==> src/rtl/mem_arbiter_if.sv <==
// Bus bundle between the memory arbiter, its CPU/peripheral requesters and the memory port.
// The slave modport is the arbiter's view; master is the view of the surrounding system.
interface mem_arbiter_if #(
  parameter int word_size = 32,
  parameter int num_per   = 3
);
  logic                           interrupt_disable;
  logic                           cpu_req;
  logic                           cpu_we;
  logic [word_size-1:0]           cpu_addr;
  logic [word_size-1:0]           cpu_wdata;
  logic [num_per-1:0]             per_req;
  logic [num_per-1:0]             per_we;
  logic [num_per*word_size-1:0]   per_addr;
  logic [num_per*word_size-1:0]   per_wdata;
  logic                           cpu_gnt;
  logic                           cpu_done;
  logic [num_per-1:0]             per_gnt;
  logic [num_per-1:0]             per_done;
  logic                           err;
  logic [word_size-1:0]           rdata;
  logic                           mem_en;
  logic                           mem_we;
  logic [word_size-1:0]           mem_addr;
  logic [word_size-1:0]           mem_wdata;
  logic [word_size-1:0]           mem_rdata;
  logic                           mem_ready;
  logic                           busy;

  modport slave (
    input  interrupt_disable, cpu_req, cpu_we, cpu_addr, cpu_wdata,
           per_req, per_we, per_addr, per_wdata, mem_rdata, mem_ready,
    output cpu_gnt, cpu_done, per_gnt, per_done, err, rdata,
           mem_en, mem_we, mem_addr, mem_wdata, busy
  );

  modport master (
    output interrupt_disable, cpu_req, cpu_we, cpu_addr, cpu_wdata,
           per_req, per_we, per_addr, per_wdata, mem_rdata, mem_ready,
    input  cpu_gnt, cpu_done, per_gnt, per_done, err, rdata,
           mem_en, mem_we, mem_addr, mem_wdata, busy
  );
endinterface

==> src/rtl/mem_arbiter.sv <==
// Single-port memory arbiter: CPU priority, round-robin peripherals with a starvation guard,
// IDLE -> ACCESS -> COMPLETE transfer sequencing with a wait-state timeout. All outputs registered.
module mem_arbiter #(
  parameter int word_size      = 32,
  parameter int num_per        = 3,
  parameter int timeout_cycles = 15,
  parameter int cpu_burst_max  = 4
) (
  input logic          clock,
  input logic          reset,
  mem_arbiter_if.slave bus
);
  localparam int ptr_w    = (num_per > 1) ? $clog2(num_per) : 1;
  localparam int cnt_w    = $clog2(timeout_cycles + 1);
  localparam int streak_w = (cpu_burst_max > 0) ? $clog2(cpu_burst_max + 1) : 1;

  typedef enum logic [1:0] {
    IDLE     = 2'd0,
    ACCESS   = 2'd1,
    COMPLETE = 2'd2
  } state_t;

  state_t                 state_reg, state_next;
  logic [ptr_w-1:0]       rr_ptr_reg, rr_ptr_next;
  logic [ptr_w-1:0]       owner_idx_reg, owner_idx_next;
  logic [streak_w-1:0]    cpu_streak_reg, cpu_streak_next;
  logic [cnt_w-1:0]       wait_cnt_reg, wait_cnt_next;
  logic                   cpu_gnt_reg, cpu_gnt_next;
  logic                   cpu_done_reg, cpu_done_next;
  logic [num_per-1:0]     per_gnt_reg, per_gnt_next;
  logic [num_per-1:0]     per_done_reg, per_done_next;
  logic                   err_reg, err_next;
  logic [word_size-1:0]   rdata_reg, rdata_next;
  logic                   mem_en_reg, mem_en_next;
  logic                   mem_we_reg, mem_we_next;
  logic [word_size-1:0]   mem_addr_reg, mem_addr_next;
  logic [word_size-1:0]   mem_wdata_reg, mem_wdata_next;
  logic                   busy_reg, busy_next;

  logic [word_size-1:0]   per_addr_arr  [num_per];
  logic [word_size-1:0]   per_wdata_arr [num_per];
  logic [ptr_w-1:0]       cand;
  logic [ptr_w-1:0]       per_win;
  logic                   per_found;
  logic                   per_pending;
  logic                   starve;
  logic                   finish;

  generate
    for (genvar gi = 0; gi < num_per; gi++) begin : g_unpack
      assign per_addr_arr[gi]  = bus.per_addr[gi*word_size +: word_size];
      assign per_wdata_arr[gi] = bus.per_wdata[gi*word_size +: word_size];
    end
  endgenerate

  // Round-robin search starting at rr_ptr; first asserted request wins.
  always_comb begin
    per_found = 1'b0;
    per_win   = '0;
    cand      = '0;
    for (int k = 0; k < num_per; k++) begin
      cand = ptr_w'((int'(rr_ptr_reg) + k) % num_per);
      if (!per_found && bus.per_req[cand]) begin
        per_found = 1'b1;
        per_win   = cand;
      end
    end
  end

  // While a fetch sequence is running the peripherals neither compete nor feed the guard.
  assign per_pending = per_found && !bus.interrupt_disable;
  assign starve      = per_pending && (cpu_streak_reg == streak_w'(cpu_burst_max));

  always_comb begin
    state_next      = state_reg;
    rr_ptr_next     = rr_ptr_reg;
    owner_idx_next  = owner_idx_reg;
    cpu_streak_next = cpu_streak_reg;
    wait_cnt_next   = wait_cnt_reg;
    cpu_gnt_next    = cpu_gnt_reg;
    per_gnt_next    = per_gnt_reg;
    cpu_done_next   = 1'b0;
    per_done_next   = '0;
    err_next        = 1'b0;
    rdata_next      = rdata_reg;
    mem_en_next     = mem_en_reg;
    mem_we_next     = mem_we_reg;
    mem_addr_next   = mem_addr_reg;
    mem_wdata_next  = mem_wdata_reg;
    busy_next       = busy_reg;
    finish          = 1'b0;

    case (state_reg)
      IDLE: begin
        if (bus.cpu_req && !starve) begin
          state_next      = ACCESS;
          cpu_gnt_next    = 1'b1;
          mem_en_next     = 1'b1;
          mem_we_next     = bus.cpu_we;
          mem_addr_next   = bus.cpu_addr;
          mem_wdata_next  = bus.cpu_wdata;
          wait_cnt_next   = '0;
          busy_next       = 1'b1;
          cpu_streak_next = per_pending ? cpu_streak_reg + streak_w'(1) : '0;
        end else if (per_pending) begin
          state_next            = ACCESS;
          per_gnt_next          = '0;
          per_gnt_next[per_win] = 1'b1;
          owner_idx_next        = per_win;
          mem_en_next           = 1'b1;
          mem_we_next           = bus.per_we[per_win];
          mem_addr_next         = per_addr_arr[per_win];
          mem_wdata_next        = per_wdata_arr[per_win];
          wait_cnt_next         = '0;
          busy_next             = 1'b1;
          cpu_streak_next       = '0;
        end
      end

      ACCESS: begin
        if (bus.mem_ready) begin
          finish = 1'b1;
          if (!mem_we_reg) begin
            rdata_next = bus.mem_rdata;
          end
        end else if (wait_cnt_reg == cnt_w'(timeout_cycles - 1)) begin
          finish   = 1'b1;
          err_next = 1'b1;
        end else begin
          wait_cnt_next = wait_cnt_reg + cnt_w'(1);
        end

        if (finish) begin
          state_next    = COMPLETE;
          mem_en_next   = 1'b0;
          cpu_gnt_next  = 1'b0;
          per_gnt_next  = '0;
          cpu_done_next = cpu_gnt_reg;
          per_done_next = per_gnt_reg;
          wait_cnt_next = '0;
          if (|per_gnt_reg) begin
            rr_ptr_next = (owner_idx_reg == ptr_w'(num_per - 1)) ? '0
                                                                  : owner_idx_reg + ptr_w'(1);
          end
        end
      end

      COMPLETE: begin
        state_next = IDLE;
        busy_next  = 1'b0;
      end

      default: begin
        state_next = IDLE;
      end
    endcase
  end

  always_ff @(posedge clock or negedge reset) begin
    if (!reset) begin
      state_reg      <= IDLE;
      rr_ptr_reg     <= '0;
      owner_idx_reg  <= '0;
      cpu_streak_reg <= '0;
      wait_cnt_reg   <= '0;
      cpu_gnt_reg    <= 1'b0;
      cpu_done_reg   <= 1'b0;
      per_gnt_reg    <= '0;
      per_done_reg   <= '0;
      err_reg        <= 1'b0;
      rdata_reg      <= '0;
      mem_en_reg     <= 1'b0;
      mem_we_reg     <= 1'b0;
      mem_addr_reg   <= '0;
      mem_wdata_reg  <= '0;
      busy_reg       <= 1'b0;
    end else begin
      state_reg      <= state_next;
      rr_ptr_reg     <= rr_ptr_next;
      owner_idx_reg  <= owner_idx_next;
      cpu_streak_reg <= cpu_streak_next;
      wait_cnt_reg   <= wait_cnt_next;
      cpu_gnt_reg    <= cpu_gnt_next;
      cpu_done_reg   <= cpu_done_next;
      per_gnt_reg    <= per_gnt_next;
      per_done_reg   <= per_done_next;
      err_reg        <= err_next;
      rdata_reg      <= rdata_next;
      mem_en_reg     <= mem_en_next;
      mem_we_reg     <= mem_we_next;
      mem_addr_reg   <= mem_addr_next;
      mem_wdata_reg  <= mem_wdata_next;
      busy_reg       <= busy_next;
    end
  end

  assign bus.cpu_gnt   = cpu_gnt_reg;
  assign bus.cpu_done  = cpu_done_reg;
  assign bus.per_gnt   = per_gnt_reg;
  assign bus.per_done  = per_done_reg;
  assign bus.err       = err_reg;
  assign bus.rdata     = rdata_reg;
  assign bus.mem_en    = mem_en_reg;
  assign bus.mem_we    = mem_we_reg;
  assign bus.mem_addr  = mem_addr_reg;
  assign bus.mem_wdata = mem_wdata_reg;
  assign bus.busy      = busy_reg;
endmodule

==> src/flat_wrapper.sv <==
// flat-port wrapper written by rule: the top's interface ports become plain ports
module mem_arbiter_flat 
#(
  parameter int word_size      = 32,
  parameter int num_per        = 3,
  parameter int timeout_cycles = 15,
  parameter int cpu_burst_max  = 4
)
  (clock, reset, bus_interrupt_disable, bus_cpu_req, bus_cpu_we, bus_cpu_addr, bus_cpu_wdata, bus_per_req, bus_per_we, bus_per_addr, bus_per_wdata, bus_mem_rdata, bus_mem_ready, bus_cpu_gnt, bus_cpu_done, bus_per_gnt, bus_per_done, bus_err, bus_rdata, bus_mem_en, bus_mem_we, bus_mem_addr, bus_mem_wdata, bus_busy);
  mem_arbiter_if #(.word_size(word_size), .num_per(num_per)) bus_i ();
  input logic clock;
  input logic reset;
  input wire logic [$bits(bus_i.interrupt_disable)-1:0] bus_interrupt_disable;
  input wire logic [$bits(bus_i.cpu_req)-1:0] bus_cpu_req;
  input wire logic [$bits(bus_i.cpu_we)-1:0] bus_cpu_we;
  input wire logic [$bits(bus_i.cpu_addr)-1:0] bus_cpu_addr;
  input wire logic [$bits(bus_i.cpu_wdata)-1:0] bus_cpu_wdata;
  input wire logic [$bits(bus_i.per_req)-1:0] bus_per_req;
  input wire logic [$bits(bus_i.per_we)-1:0] bus_per_we;
  input wire logic [$bits(bus_i.per_addr)-1:0] bus_per_addr;
  input wire logic [$bits(bus_i.per_wdata)-1:0] bus_per_wdata;
  input wire logic [$bits(bus_i.mem_rdata)-1:0] bus_mem_rdata;
  input wire logic [$bits(bus_i.mem_ready)-1:0] bus_mem_ready;
  output wire logic [$bits(bus_i.cpu_gnt)-1:0] bus_cpu_gnt;
  output wire logic [$bits(bus_i.cpu_done)-1:0] bus_cpu_done;
  output wire logic [$bits(bus_i.per_gnt)-1:0] bus_per_gnt;
  output wire logic [$bits(bus_i.per_done)-1:0] bus_per_done;
  output wire logic [$bits(bus_i.err)-1:0] bus_err;
  output wire logic [$bits(bus_i.rdata)-1:0] bus_rdata;
  output wire logic [$bits(bus_i.mem_en)-1:0] bus_mem_en;
  output wire logic [$bits(bus_i.mem_we)-1:0] bus_mem_we;
  output wire logic [$bits(bus_i.mem_addr)-1:0] bus_mem_addr;
  output wire logic [$bits(bus_i.mem_wdata)-1:0] bus_mem_wdata;
  output wire logic [$bits(bus_i.busy)-1:0] bus_busy;
  assign bus_i.interrupt_disable = bus_interrupt_disable;
  assign bus_i.cpu_req = bus_cpu_req;
  assign bus_i.cpu_we = bus_cpu_we;
  assign bus_i.cpu_addr = bus_cpu_addr;
  assign bus_i.cpu_wdata = bus_cpu_wdata;
  assign bus_i.per_req = bus_per_req;
  assign bus_i.per_we = bus_per_we;
  assign bus_i.per_addr = bus_per_addr;
  assign bus_i.per_wdata = bus_per_wdata;
  assign bus_i.mem_rdata = bus_mem_rdata;
  assign bus_i.mem_ready = bus_mem_ready;
  assign bus_cpu_gnt = bus_i.cpu_gnt;
  assign bus_cpu_done = bus_i.cpu_done;
  assign bus_per_gnt = bus_i.per_gnt;
  assign bus_per_done = bus_i.per_done;
  assign bus_err = bus_i.err;
  assign bus_rdata = bus_i.rdata;
  assign bus_mem_en = bus_i.mem_en;
  assign bus_mem_we = bus_i.mem_we;
  assign bus_mem_addr = bus_i.mem_addr;
  assign bus_mem_wdata = bus_i.mem_wdata;
  assign bus_busy = bus_i.busy;
  mem_arbiter #(.word_size(word_size), .num_per(num_per), .timeout_cycles(timeout_cycles), .cpu_burst_max(cpu_burst_max)) u_core (.clock(clock), .reset(reset), .bus(bus_i));
endmodule
==> config.mk <==
export PLATFORM = sky130hd
export DESIGN_NAME = mem_arbiter_flat
export DESIGN_NICKNAME = d
export VERILOG_FILES = /design/src/rtl/mem_arbiter_if.sv /design/src/rtl/mem_arbiter.sv /design/src/flat_wrapper.sv
export SDC_FILE = /design/constraint.sdc
export NUM_CORES = 1
export LEC_CHECK = 0
export CAP_MARGIN = 30
export CORE_AREA = 2 2 159 161
export DETAILED_ROUTE_END_ITERATION = 12
export DIE_AREA = 0 0 161 163
export SYNTH_ARGS = -nofsm -noshare
export SYNTH_HDL_FRONTEND = slang
export SYNTH_SLANG_ARGS = --single-unit
export TNS_END_PERCENT = 30
==> constraint.sdc <==
create_clock -name clock -period 6.23 [get_ports clock]
set_clock_uncertainty 0.1 [all_clocks]
set_input_delay 1.246 -clock clock [delete_from_list [all_inputs] [get_ports clock]]
set_output_delay 1.246 -clock clock [all_outputs]
set_load 0.01 [all_outputs]
==> results summary, run 1 <==
Tracing the worst setup path back leads to its startpoint at bus_per_req[1]. In this run the worst path has a maximum fanout of 48. The most frequent standard cell in the layout excluding fill and tap cells is clkdlybuf4s50_1. The number of levels the H-tree was split into came out at 4. The worst register-to-register path begins at u_core.rr_ptr_reg[0]. The post-detailed-route wirelength per cell came out at approximately 22 um. For this run, global-route usage on met3 was measured as 0.0766.

The die span in x is ~160 um. The final non-filler cell area came out at 11300 um2. The initialized floorplan defines 58 standard-cell rows.

The first routing iteration left 379 violations. In the routed design, unresolved DRC markers number 0. The total number of yosys warnings came out at 0. The longest clock path from root to sink contains 2 buffers. The startpoint identified for the worst hold timing path is u_core.bus.mem_en. The post-layout net count is around 1300. The required time of the critical path is roughly 6500 ps. The HPWL after detailed placement is 20000 um. For this run, global-route usage on met2 was measured as 0.365.

Setup repair after global routing left no endpoint under its margin. The fraction of layout instances using a drive strength above 1 is 0.142. The synthesized area divided by synthesized cell count came out at 10.9 um2. The slowest stage of the critical path belongs to the cell and2_4. The delay of the slowest cell on the worst path came out at 800 ps.

The worst slew margin relative to its limit came out at 0.362. The number of gates resized after cts is 0. The final hold violation count is 0. The critical path endpoint category is a flop. The clock period minus worst slack came out at ~4000 ps.

The area growth from synthesis to layout came out at 76.9%. The max-cap check violation count came out at 0. The post-detailed-routing wire length came out at 28400 um. The timing-limited maximum frequency is between 200 and 250 MHz. The final sum of negative setup slack came out at 0 ps. Before antenna repair, the detailed router went through 5 iterations.

The power density over the cells came out at 490 nW/um2. The total congestion overflow is 0. The number of antenna violations at the first check in global routing is 2. The clock net in this run drives a total of 121 sinks. Walking the worst path, the cells encountered are clkdlybuf4s50_1 > mux2i_1 > o221ai_2 > o32ai_1 > and2_4 > buf_4 > a221oi_2 > a21oi_1.

The post-cts hold buffer count is 0. For this configuration, the core starts out at a cell density of 0.258. The via count of the first global-routing pass came out at 7225. The number of buffers added by the clock tree synthesis step came out at 17. For this run, global-route usage on met1 was measured as 0.241. The first-pass GRT wire length is between 40000 and 50000 um. The count of boundary I/O pins is around 410. The area of the core is 24700 um2. The number of distinct library cells after synthesis came out at 45. The cell family contributing the most delay on the critical path is buffers and inverters. The top cell types in the final layout, fill and taps aside, are 406 x clkdlybuf4s50_1, 121 x dfrtp_1, 70 x a21oi_1. The path category of the worst min-delay check is reg -> reg. The number of synthesized register bits came out at ~120.

The instance area after placement is around 11000 um2. The number of enable flip-flop cells after synthesis is 0. The last weighted congestion value of the routability-driven placer came out at 0.845. The global routing stage identified its most utilized layer as met2. The number of instances in the synthesized netlist came out at 584. The clock latency of the later-clocked register in the worst-skew pair came out at 420 ps. The number of buffer cells added on primary ports came out at 407. The root buffer cell chosen for the clock tree is clkbuf_16. The setup path with the least slack is of type in -> reg. Setup violations remaining at the end of the flow were counted as 0.

The average vias per placed instance is approximately 5. The slew at the pin with the worst max-slew slack came out at 957 ps. The synthesized net count is 892. The die is 163 um tall.

Entering global routing, the biggest net connects 70 pins. Data on the critical path arrives at its endpoint at around 4300 ps. The number of nets with antenna violations after detailed routing came out at 0.

TritonCTS built the clock tree. The worst setup path is launched from a primary input. The sequential cell area fraction in the yosys report came out at 0.475. The die footprint came out at 26200 um2. The maximum vdd drop came out at a little under 300 uV. In the finished design, the share of the clock period the worst path needs comes to 0.644. For this run, the total global-route usage over all layers was measured as 0.210. After clock tree synthesis, the setup repair step added 0 buffers. The clock transition at the register clock pins on the worst setup and hold paths after CTS came out at 70 ps. The synthesized area came out at 6370 um2. Counting both buffers and inverters, the worst setup path holds a total of 2.

The flip-flop cell with the highest count after synthesis is dfrtp_1. The final route contains 6708 vias. The share of the core filled with cells came out at 0.457. The share of flip-flops with an asynchronous set or reset after synthesis came out at 1.00. The count of pins over their slew limit came out at 0.

The count of filler cells inserted in the layout came out at 2358. The static power due to leakage came out at 4.42 nW. The run finished with clean final reports.
==> Yosys cell counts (all sizes together) (5+ instances only) <==
library cell / instances / area, um2
nor2: 5 / 18.8
buf: 30 / 200
and2: 5 / 31.3
a221oi: 64 / 873
a21oi: 70 / 350
inv: 13 / 48.8
dfrtp: 121 / 3030
clkbuf: 26 / 97.6
nand2: 14 / 52.6
mux2: 33 / 372
o21ai: 16 / 80.1
o22ai: 64 / 400
nand3: 68 / 340
ha: 8 / 100
==> final cells by class <==
cell class / instances / area [um2] / area share
timing repair buffer: 419 / 4160 / 0.369
sequential: 121 / 3030 / 0.269
multi-input combinational: 394 / 3020 / 0.268
clock buffer: 17 / 425 / 0.0377
tap: 330 / 413 / 0.0366
clock inverter: 15 / 171 / 0.0152
inverter: 13 / 48.8 / 0.00433
antenna: 1 / 2.50 / 0.000222
==> routing by layer <==
layer | routed length (um) | vias up
met1 | 11000 | 3276
met4 | 512 | 2
met5 | 12 | -
met3 | 2660 | 31
li1 | - | 3067
met2 | 14100 | 332
==> stage by stage <==
step                setup slack [ps]  power (mW)  hold slack [ps]  instances
finish                          2220        5.52              389       1310
global route                    2070        5.88              406       1310
CTS                             2300        5.57              396       1309
detailed placement              1860        4.53              377       1277
global placement                1920        4.51              375       1277
floorplan                       3300        3.13              363        584
==> power by group <==
part           internal (mW)  total, mW  switching, mW
clock                  0.544       1.02          0.474
sequential              1.14       1.36          0.219
combinational           1.35       3.14           1.79
total                   3.04       5.52           2.48
==> path summary, 6_finish.rpt <==
check,endpoint,slack [ps],cells past startpoint
hold reg to reg,u_core.bus.mem_en,390,2
setup / recovery,u_core.bus.mem_wdata[2],2220,8
min in group asynchronous,u_core.bus.rdata[12],620,1
hold / removal,u_core.bus.mem_en,390,2
setup reg to reg,u_core.bus.mem_addr[28],2640,9
max in group asynchronous,u_core.cpu_streak_reg[1],4360,2
==> worst register-to-register path, delay by kind of cell (launching register included) <==
family	cells	cell delay, ps
fa+ha+maj	1	430
flops	1	380
simple gates	2	1030
compound gates	4	1110
buf+inv	2	470
==> cells by family after synthesis <==
logic type      Yosys count  synth area share
compound gates          232             0.294
flops                   121             0.475
simple gates            116            0.0952
buf+inv                  69            0.0544
mux                      36            0.0630
fa+ha+maj                 8            0.0157
xor+xnor                  2           0.00275
(Power assumes the default switching activity.)
==> inputs of run 2 (changes only) <==
Settings changed: CORE_AREA 2 2 159 161 to 2 2 160 162, DIE_AREA 0 0 161 163 to 0 0 162 164.
Clock period 6.23 ns to 3.3 ns, I/O delays scaled along.
==> run 2 against run 1 <==
  * Core utilization up 0.45 points
  * Worst setup slack worse by 1800 ps
  * Combinational power up 100%
  * Sequential power up 88%
  * Die area up 1.2%
  * Power up 96%
  * Final cell count up 0.76%
  * Critical endpoint is now u_core.bus.mem_addr[20]
  * Highest routed layer is now met4
==> results summary, run 2 (synthesis results as in run 1) <==
The post-cts hold buffer count is 0 (unchanged). The die footprint came out at 26600 um2 (was 26200 um2). The number of antenna diodes came out at 0 (was 1). The worst-case register-to-register setup slack came out at 370 ps (was 2640 ps). The number of nets with antenna violations after detailed routing came out at 0 (unchanged). The critical path class is reg -> reg (was in -> reg). The maximum count of clock buffers along a single path came out at 2 (unchanged). The max-cap check violation count came out at 0 (unchanged). The die span in x is 162 um (was 161 um). Result of the run: finished clean (unchanged). The remaining routing DRC violations is 0 (unchanged). The post-detailed-route wirelength per cell came out at 21.6 um (was 21.7 um).

The largest net degree at the start of global routing is 66 (was 70). The number of levels the H-tree was split into is 4 (unchanged). The slew at the pin with the worst max-slew slack came out at 738 ps (was 957 ps). The starting density of the core came out at 0.257 (was 0.258). The smallest hold slack is 209 ps (was 389 ps).

The worst setup path startpoint is u_core.rr_ptr_reg[0] (was bus_per_req[1]). The initial DRC count came to 492 (was 379). The arrival time at the worst endpoint is 3170 ps (was 4250 ps). The nature of the critical path startpoint is a flop (was primary input). The path category of the worst min-delay check is in -> async (was reg -> reg). The path depth of the worst reg2reg path is 9 (unchanged). The detailed placement HPWL is 20600 um (was 20000 um). The post-layout net count was 1285 (was 1274). The number of buffers added by the clock tree synthesis step was 17 (unchanged).

The most frequent standard cell in the layout excluding fill and tap cells is clkdlybuf4s50_1 (unchanged). The highest fanout seen on the critical path is 13 (was 48). The sink count of the clock tree came out at 121 (unchanged). The number of buffers added for setup after CTS is 0 (unchanged).

The area of the core is 24800 um2 (was 24700 um2). The worst slew margin relative to its limit is 0.508 (was 0.362). The capturing point of the worst reg2reg path is u_core.bus.mem_addr[20] (was u_core.bus.mem_addr[28]).

The worst setup path endpoint was u_core.bus.mem_addr[20] (was u_core.bus.mem_wdata[2]). The last weighted congestion value of the routability-driven placer is 0.853 (was 0.845). The static power due to leakage is 4.51 nW (was 4.42 nW). The number of endpoints failing setup at the final stage is 0 (unchanged). The count of boundary I/O pins came to 408 (unchanged). Leading cell types in the layout, fill and taps excluded: 406 x clkdlybuf4s50_1, 121 x dfrtp_1, 70 x a21oi_1 (unchanged). The area growth from synthesis to layout is 79.7% (was 76.9%).

The average vias per placed instance is 5.16 (was 5.12). The CTS tree is yes (unchanged). The timing-limited maximum frequency came out at around 340 MHz. The clock latency of the later-clocked register in the worst-skew pair is 410 ps (was 420 ps). The first-pass GRT wire length was 41800 um (was 42200 um). The power density over the cells came out at 947 nW/um2 (was 490 nW/um2). The count of filler cells inserted in the layout is 2332 (was 2358).

The number of antenna violations at the first check in global routing came out at 0 (was 2). The reg-to-reg startpoint was u_core.rr_ptr_reg[0] (unchanged). The number of standard-cell rows in the floorplan came out at 58 (unchanged). Unrepaired setup endpoints after global routing: no (unchanged). The via count of the first global-routing pass came out at 6948 (was 7225). The post-detailed-routing wire length came to 28500 um (was 28400 um). The final hold violation count is 0 (unchanged). In the finished design, the share of the clock period the worst path needs comes to 0.889. The number of gates resized after cts is 0 (unchanged).

The total congestion overflow was 0 (unchanged). The clock root buffer is clkbuf_16 (unchanged). The overall track demand over capacity in global routing is 0.207 (was 0.210). The clock transition at the register clock pins on the worst setup and hold paths after CTS is 70 ps (about the same). The count of pins over their slew limit was 0 (unchanged). The required time of the critical path came out at 3540 ps (was 6470 ps). The number of buffer cells added on primary ports came out at 407 (unchanged). The worst path needs 2930 ps of the cycle, external delays included. The iteration count of the initial detailed-routing pass came out at 5 (unchanged). The total via count in the routed design is 6814 (was 6708). The final sum of negative setup slack is 0 ps (unchanged).

The die outline height came out at 164 um (was 163 um). The critical path endpoint category was a flop (unchanged). The fraction of layout instances using a drive strength above 1 came out at 0.152 (was 0.142). The maximum vdd drop is 615 uV (was 298 uV).
[run 2: changes by cell type in the layout (fill, tap and decap cells not counted), sizes merged]
cell and delta:
buf +11, clkinv -2, clkinvlp +1, diode -1, inv +1
[run 2: final cells by class]
cell class / count / area [um2] / area share
clock buffers: 17 / 425 / 0.0372
clock inverters: 15 / 145 / 0.0127
flip-flops and latches: 121 / 3030 / 0.264
well taps: 330 / 413 / 0.0361
inverters: 13 / 48.8 / 0.00426
multi-input cells: 394 / 3020 / 0.264
repair buffers: 430 / 4370 / 0.382
[run 2: routing by layer]
metal  track usage  vias up  wire length (um)
met5             0        -                 0
met4        0.0555        0               580
met3        0.0712       37              2870
met2         0.351      393             13800
met1         0.250     3295             11200
li1              -     3089                 -
[run 2: metrics by stage]
stage	power, mW	std cells	area, um2	worst slack (ps)	util
3_3_place_gp	8.99	1288	10900	220	0.438
6_report	10.8	1320	11400	367	0.461
3_5_place_dp	9.01	1288	10900	160	0.438
5_1_grt	11.5	1320	11400	203	0.461
2_1_floorplan	5.92	584	6370	756	-
4_1_cts	10.9	1320	11400	408	0.461
[run 2: worst min-delay path by stage]
stage	start	cells past startpoint	end
2_1_floorplan	reset	0	u_core.bus.busy
3_3_place_gp	u_core.bus.mem_en	2	u_core.bus.mem_en
3_5_place_dp	u_core.bus.rdata[1]	1	u_core.bus.rdata[1]
4_1_cts	reset	1	u_core.bus.mem_wdata[11]
5_1_grt	reset	1	u_core.bus.mem_addr[29]
6_report	reset	1	u_core.bus.mem_addr[29]
[run 2: power by group]
group / internal (mW) / total [mW] / switching (mW)
sequential: 2.16 / 2.55 / 0.397
clock: 1.01 / 1.85 / 0.843
combinational: 2.91 / 6.43 / 3.52
total: 6.07 / 10.8 / 4.76
[run 2: critical path, stage by stage, from the launching register on]
cell and delay, ps:
dfrtp_1 380, inv_1 90, ha_1 420, nand2b_1 210
a211o_1 280, a311oi_1 460, or2_4 390, buf_4 280
a221oi_2 80, a21oi_1 160
